## src/rtl/regs_job_sequencer.sv

```systemverilog
// Local-bus master that runs one CSR job per request: DATA, CTRL, START writes,
// then STATUS polling until done or the poll budget is spent.
module regs_job_sequencer #(
   parameter int                ADDR_W      = 16,
   parameter int                DATA_W      = 32,
   parameter logic [ADDR_W-1:0] DATA_ADDR   = 16'h0,
   parameter logic [ADDR_W-1:0] CTRL_ADDR   = 16'h4,
   parameter logic [ADDR_W-1:0] STATUS_ADDR = 16'h8,
   parameter logic [ADDR_W-1:0] START_ADDR  = 16'h100,
   parameter logic [7:0]        DONE_MASK   = 8'h01,
   parameter int                MAX_POLLS   = 1024,
   parameter int                POLL_GAP    = 4
) (
   input  logic                clk,
   input  logic                rst,
   input  logic                job_valid,
   output logic                job_ready,
   input  logic [DATA_W-1:0]   job_data,
   input  logic [15:0]         job_ctrl,
   output logic                res_valid,
   input  logic                res_ready,
   output logic [7:0]          res_status,
   output logic                res_timeout,
   output logic                busy,
   output logic [ADDR_W-1:0]   lb_waddr,
   output logic [DATA_W-1:0]   lb_wdata,
   output logic [DATA_W/8-1:0] lb_wstrb,
   output logic                lb_wen,
   input  logic                lb_wready,
   output logic [ADDR_W-1:0]   lb_raddr,
   output logic                lb_ren,
   input  logic [DATA_W-1:0]   lb_rdata,
   input  logic                lb_rvalid
);

   localparam int STRB_W = DATA_W / 8;
   localparam int PW     = $clog2(MAX_POLLS + 1);
   localparam int GW     = (POLL_GAP > 0) ? $clog2(POLL_GAP + 1) : 1;
   localparam logic [PW-1:0] POLL_LAST = PW'(MAX_POLLS);
   localparam logic [GW-1:0] GAP_LAST  = (POLL_GAP > 0) ? GW'(POLL_GAP - 1) : '0;

   typedef enum logic [2:0] {
      IDLE, WR_DATA, WR_CTRL, WR_START, RD_REQ, RD_WAIT, GAP, RESULT
   } state_t;

   state_t state, state_d;

   logic [PW-1:0]     poll_cnt;
   logic [GW-1:0]     gap_cnt;
   logic [DATA_W-1:0] data_q;
   logic [15:0]       ctrl_q;

   logic                job_ready_d, busy_d, res_valid_d, lb_ren_d, lb_wen_d;
   logic [ADDR_W-1:0]   lb_raddr_d, lb_waddr_d;
   logic [DATA_W-1:0]   lb_wdata_d;
   logic [STRB_W-1:0]   lb_wstrb_d;

   logic accept, wr_done, rd_done, is_done, unused_rdata;

   assign accept       = job_valid && job_ready;
   assign wr_done      = lb_wen && lb_wready;
   assign rd_done      = (state == RD_WAIT) && lb_rvalid;
   assign is_done      = |(lb_rdata[7:0] & DONE_MASK);
   assign unused_rdata = ^lb_rdata[DATA_W-1:8];

   // State, counters, job latches and the registered outputs.
   always_ff @(posedge clk) begin
      if (rst) begin
         state       <= IDLE;
         poll_cnt    <= '0;
         gap_cnt     <= '0;
         data_q      <= '0;
         ctrl_q      <= '0;
         job_ready   <= 1'b1;
         busy        <= 1'b0;
         res_valid   <= 1'b0;
         res_status  <= '0;
         res_timeout <= 1'b0;
         lb_wen      <= 1'b0;
         lb_waddr    <= '0;
         lb_wdata    <= '0;
         lb_wstrb    <= '0;
         lb_ren      <= 1'b0;
         lb_raddr    <= '0;
      end else begin
         state <= state_d;
         if (accept) begin
            data_q   <= job_data;
            ctrl_q   <= job_ctrl;
            poll_cnt <= '0;
         end else if (state == RD_REQ && poll_cnt != POLL_LAST) begin
            poll_cnt <= poll_cnt + 1'b1;
         end
         gap_cnt <= (state == GAP) ? gap_cnt + 1'b1 : '0;
         if (rd_done) begin
            res_status  <= lb_rdata[7:0];
            res_timeout <= !is_done && (poll_cnt == POLL_LAST);
         end
         job_ready <= job_ready_d;
         busy      <= busy_d;
         res_valid <= res_valid_d;
         lb_wen    <= lb_wen_d;
         lb_waddr  <= lb_waddr_d;
         lb_wdata  <= lb_wdata_d;
         lb_wstrb  <= lb_wstrb_d;
         lb_ren    <= lb_ren_d;
         lb_raddr  <= lb_raddr_d;
      end
   end

   always_comb begin
      state_d = state;
      case (state)
         IDLE:     if (accept) state_d = WR_DATA;
         WR_DATA:  if (wr_done) state_d = WR_CTRL;
         WR_CTRL:  if (wr_done) state_d = WR_START;
         WR_START: if (wr_done) state_d = RD_REQ;
         RD_REQ:   state_d = RD_WAIT;
         RD_WAIT: begin
            if (lb_rvalid) begin
               if (is_done || poll_cnt == POLL_LAST) state_d = RESULT;
               else if (POLL_GAP == 0)               state_d = RD_REQ;
               else                                  state_d = GAP;
            end
         end
         GAP:      if (gap_cnt == GAP_LAST) state_d = RD_REQ;
         RESULT:   if (res_valid && res_ready) state_d = IDLE;
         default:  state_d = IDLE;
      endcase
   end

   // Outputs are decoded from the next state so they register in step with it;
   // DATA is taken straight from job_data on the accepting cycle.
   always_comb begin
      job_ready_d = (state_d == IDLE);
      busy_d      = (state_d != IDLE);
      res_valid_d = (state_d == RESULT);
      lb_ren_d    = (state_d == RD_REQ);
      lb_raddr_d  = (state_d == RD_REQ) ? STATUS_ADDR : '0;
      lb_wen_d    = 1'b0;
      lb_waddr_d  = '0;
      lb_wdata_d  = '0;
      lb_wstrb_d  = '0;
      case (state_d)
         WR_DATA: begin
            lb_wen_d   = 1'b1;
            lb_waddr_d = DATA_ADDR;
            lb_wdata_d = (state == IDLE) ? job_data : data_q;
            lb_wstrb_d = '1;
         end
         WR_CTRL: begin
            lb_wen_d   = 1'b1;
            lb_waddr_d = CTRL_ADDR;
            lb_wdata_d = DATA_W'(ctrl_q);
            lb_wstrb_d = STRB_W'(4'h3);
         end
         WR_START: begin
            lb_wen_d   = 1'b1;
            lb_waddr_d = START_ADDR;
            lb_wdata_d = DATA_W'(1);
            lb_wstrb_d = STRB_W'(4'h1);
         end
         default: ;
      endcase
   end

endmodule

```

## config.mk

```make
export PLATFORM = sky130hd
export DESIGN_NAME = regs_job_sequencer
export DESIGN_NICKNAME = d
export VERILOG_FILES = /design/src/rtl/regs_job_sequencer.sv
export SDC_FILE = /design/constraint.sdc
export NUM_CORES = 1
export LEC_CHECK = 0
export BUFFER_PORTS_ARGS = -buffer_cell sky130_fd_sc_hd__buf_2
export CAP_MARGIN = 20
export CORE_MARGIN = 2
export CORE_UTILIZATION = 31
export CTS_BUF_LIST = sky130_fd_sc_hd__clkbuf_4
export DETAILED_ROUTE_END_ITERATION = 6
export SLEW_MARGIN = 20
export SYNTH_ARGS = -nofsm -noshare
export SYNTH_HDL_FRONTEND = slang
export SYNTH_SLANG_ARGS = --single-unit
```

## constraint.sdc

```tcl
create_clock -name clk -period 1.65 [get_ports clk]
set_input_delay 0 -clock clk [delete_from_list [all_inputs] [get_ports clk]]
set_output_delay 0 -clock clk [all_outputs]
set_load 0.1 [all_outputs]
```

==> results.sh <==
export IMPL_die_w_um=127
export IMPL_fillCellCount=1341
export IMPL_cap_viol_max_count=0
export IMPL_start_util_pct=31.9
export IMPL_synth_top_area_share_pct=49.5
export IMPL_vias=4424
export IMPL_ir_drop_uv=493
export IMPL_comb_power_share_pct=31.6
export IMPL_rsz0062_at_grt="true"
export IMPL_dpl_hpwl_um=8170
export IMPL_drt_pass1_iter_count=4
export IMPL_wl_um=13200
export IMPL_synth_edff_count=0
export IMPL_synthCells=538
export IMPL_fp_dieArea_mm2=0.0160
export IMPL_critPathArrivalTime_ps=2280
export IMPL_std_cell_rows=44
export IMPL_gp_congestion=0.824
export IMPL_crit_path_max_fanout=5
export IMPL_reg2reg_depth=8
export IMPL_cp_end_kind="flop"
export IMPL_numCtsBuffers=17
export IMPL_p_sw_share_pct=37.5
export IMPL_required_ps=2100
export IMPL_hold_viol_final=0
export IMPL_synth_avg_cell_area_um2=8.65
export IMPL_htreeDepth=4
export IMPL_fin_crit_sh_pct=111
export IMPL_hp_class="primary input to flop"
export IMPL_final_setup_viol_count=41
export IMPL_clk_latency_ps=530
export IMPL_die_h_um=127
export IMPL_min_period_ps=1830
export IMPL_slew_limit_headroom_pct=64.9
export IMPL_place_ws_ps=-274
export IMPL_clk_root_buffer_cell="clkbuf_4"
export IMPL_ys_ff_latch=115
export IMPL_hold_ws_ps=45.9
export IMPL_clock_sinks=115
export IMPL_hold_path_depth=5
export IMPL_coreArea_mm2=0.0146
export IMPL_clock_path_buffers=2
export IMPL_grt_first_pass_wirelength_um=20700
export IMPL_violations="setup timing"
export IMPL_fmax_ghz=0.547
export IMPL_crit_chain="inv_2 > ha_4 > and4bb_2 > nand4_1 > o211ai_4 > buf_6 > a211o_1 > a211oi_2"
export IMPL_setup_slack_ps=-177
export IMPL_stdcell_count=975
export IMPL_p_int_mw=4.83
export IMPL_r2r_end="lb_wdata[0]"
export IMPL_path_class="flop to flop"
export IMPL_drt_iter0_drc=206
export IMPL_port_buffers=114
export IMPL_synthFlopType="dfxtp_1"
export IMPL_grt_antenna_before_repair=1
export IMPL_yosysWarnings=0
export IMPL_fin_skew_ps=15.3
export IMPL_cpMaxStageDelayCell="dfxtp_2"
export IMPL_overflow=0
export IMPL_ant_nets=0
export IMPL_hp_start="res_ready"
export IMPL_synth_top_cell_by_area="dfxtp_1"
export IMPL_worstMarginPinSlew_ps=529
export IMPL_status="complete, but fails checks"
export IMPL_whs_endpoint="state[2]"
export IMPL_first_global_vias=4486
export IMPL_pwr_share_clk_pct=28.7
export IMPL_p_switching_mw=2.90
export IMPL_clk_pin_slew_ps=110
export IMPL_synth_cell_types=51
export IMPL_nNetsFinal=868
export IMPL_drive_above_1_share_pct=31.6
export IMPL_ys_seq_area_share_pct=49.5
export IMPL_start_kind="flop"
export IMPL_synth_async_reset_ratio_pct=0
export IMPL_grt_use_total_pct=16.4
export IMPL_cts_tree="built"
export IMPL_via_per_inst=4.54
export IMPL_drc_errors=0
export IMPL_yosys_top_cells_count="155 x nand2_1, 115 x dfxtp_1, 76 x a21oi_1"
export IMPL_power_density_mw_per_mm2=1080
export IMPL_rrSetupSlack_ps=-180
export IMPL_seqPwrFrac_pct=39.7
export IMPL_synth_area_leaders="dfxtp_1 49%, nand2_1 13%, a21oi_1 8.2%, buf_4 5.3%, mux2i_1 3.2%"
export IMPL_wl_per_cell_um=13.6
export IMPL_area_growth_pct=53.9
export IMPL_slew_violations=0
export IMPL_syn_area_mm2=0.00465
export IMPL_power_leakage_nw=3.23
export IMPL_synth_most_common_cell="nand2_1"
export IMPL_slowest_delay_ps=350
export IMPL_dp_cells=833
export IMPL_fin_util_pct=49.1
export IMPL_rr_startpoint="poll_cnt[0]"
export IMPL_grt_max_degree=50
export IMPL_pin_count=168
==> power by group through the flow <==
stage / sequential [mW] / combinational [mW] / clock [mW]
6_report: 3.07 / 2.44 / 2.22
5_1_grt: 3.10 / 2.56 / 2.38
4_1_cts: 3.07 / 2.39 / 2.28
3_5_place_dp: 3.13 / 2.07 / 0
3_3_place_gp: 3.12 / 2.05 / 0
2_1_floorplan: 3.85 / 0.963 / 0
==> worst max-delay path, delay by kind of cell, from the launching register on <==
kind                     cells  cell delay, ps
AO/OA/AOI/OAI                3             670
AND/OR/NAND/NOR              2             390
flip-flops                   1             350
buffers and inverters        2             200
adder cells (fa/ha/maj)      1             140
==> flip-flops by register name (all words and copies together), names as in the netlist, 2 cells and up <==
signal,cells
gap_cnt,3
lb_wstrb,2
poll_cnt,11
lb_wdata,32
data_q,32
ctrl_q,16
state,3
lb_waddr,2
res_status,8
==> final cells by class <==
| class | instances | area (um^2) | area share, % |
|---|---|---|---|
| Sequential cell | 115 | 2320 | 32.4 |
| Multi-Input combinational cell | 379 | 2250 | 31.4 |
| Timing Repair Buffer | 258 | 2010 | 28.0 |
| Tap cell | 184 | 230 | 3.22 |
| Clock inverter | 14 | 169 | 2.36 |
| Clock buffer | 17 | 128 | 1.78 |
| Inverter | 6 | 35.0 | 0.489 |
| Timing Repair inverter | 1 | 16.3 | 0.227 |
| Antenna cell | 1 | 2.50 | 0.0350 |
==> routing by layer <==
layer | share of wire [%] | global-route usage (%)
met5 | 0 | 0
met4 | 1.7 | 9.31
met3 | 5.5 | 4.68
met2 | 51 | 29.0
met1 | 42 | 17.3
==> worst max-delay path by stage <==
stage / start / endpoint / slack, ps
after detailed placement: state[0] / lb_wdata[1] / -270
after floorplan: lb_wen / lb_wdata[14] / -100
after global placement: state[0] / lb_wdata[1] / -180
final: poll_cnt[0] / lb_wdata[0] / -180
after global routing: poll_cnt[0] / lb_wdata[0] / -220
after CTS: poll_cnt[0] / lb_wdata[7] / -100
==> placed cells by master, fill, tap and decap left out, drive strengths merged, types with 6 or more instances in the layout <==
master and n:
clkbuf 19, a21oi 76, conb 29, o2bb2ai 15
nand2 155, dlygate4sd3 100, dfxtp 115, xor2 7
and3 6, nor2 22, buf 156, mux2i 15
clkinv 10
==> repair_timing <==
item / in CTS / in global routing
hold buffers: 100 / 0
endpoints found under the setup margin: 39 / 82
gates cloned: 2 / 1
buffers inserted: 5 / 2
pin swaps: 7 / 7
resized for setup: 48 / 14
endpoints found under the hold margin: 95 / 0
==> cell families after synthesis <==
| logic type | share of synthesized area (%) |
|---|---|
| fa+ha+maj | 1.08 |
| flops | 49.5 |
| mux | 3.23 |
| other cells | 0.0806 |
| buf+inv | 9.09 |
| simple gates | 20.1 |
| compound gates | 14.7 |
| xor+xnor | 2.26 |
==> per-stage QoR <==
| step | power, mW | instance area, um^2 | TNS, ps |
|---|---|---|---|
| 2_1_floorplan | 4.82 | 4790 | -869 |
| 3_3_place_gp | 5.17 | 5490 | -3390 |
| 3_5_place_dp | 5.19 | 5490 | -5600 |
| 4_1_cts | 7.74 | 7070 | -2480 |
| 5_1_grt | 8.04 | 7160 | -6450 |
| 6_report | 7.73 | 7160 | -3500 |
Power figures use the tool's default switching activity.
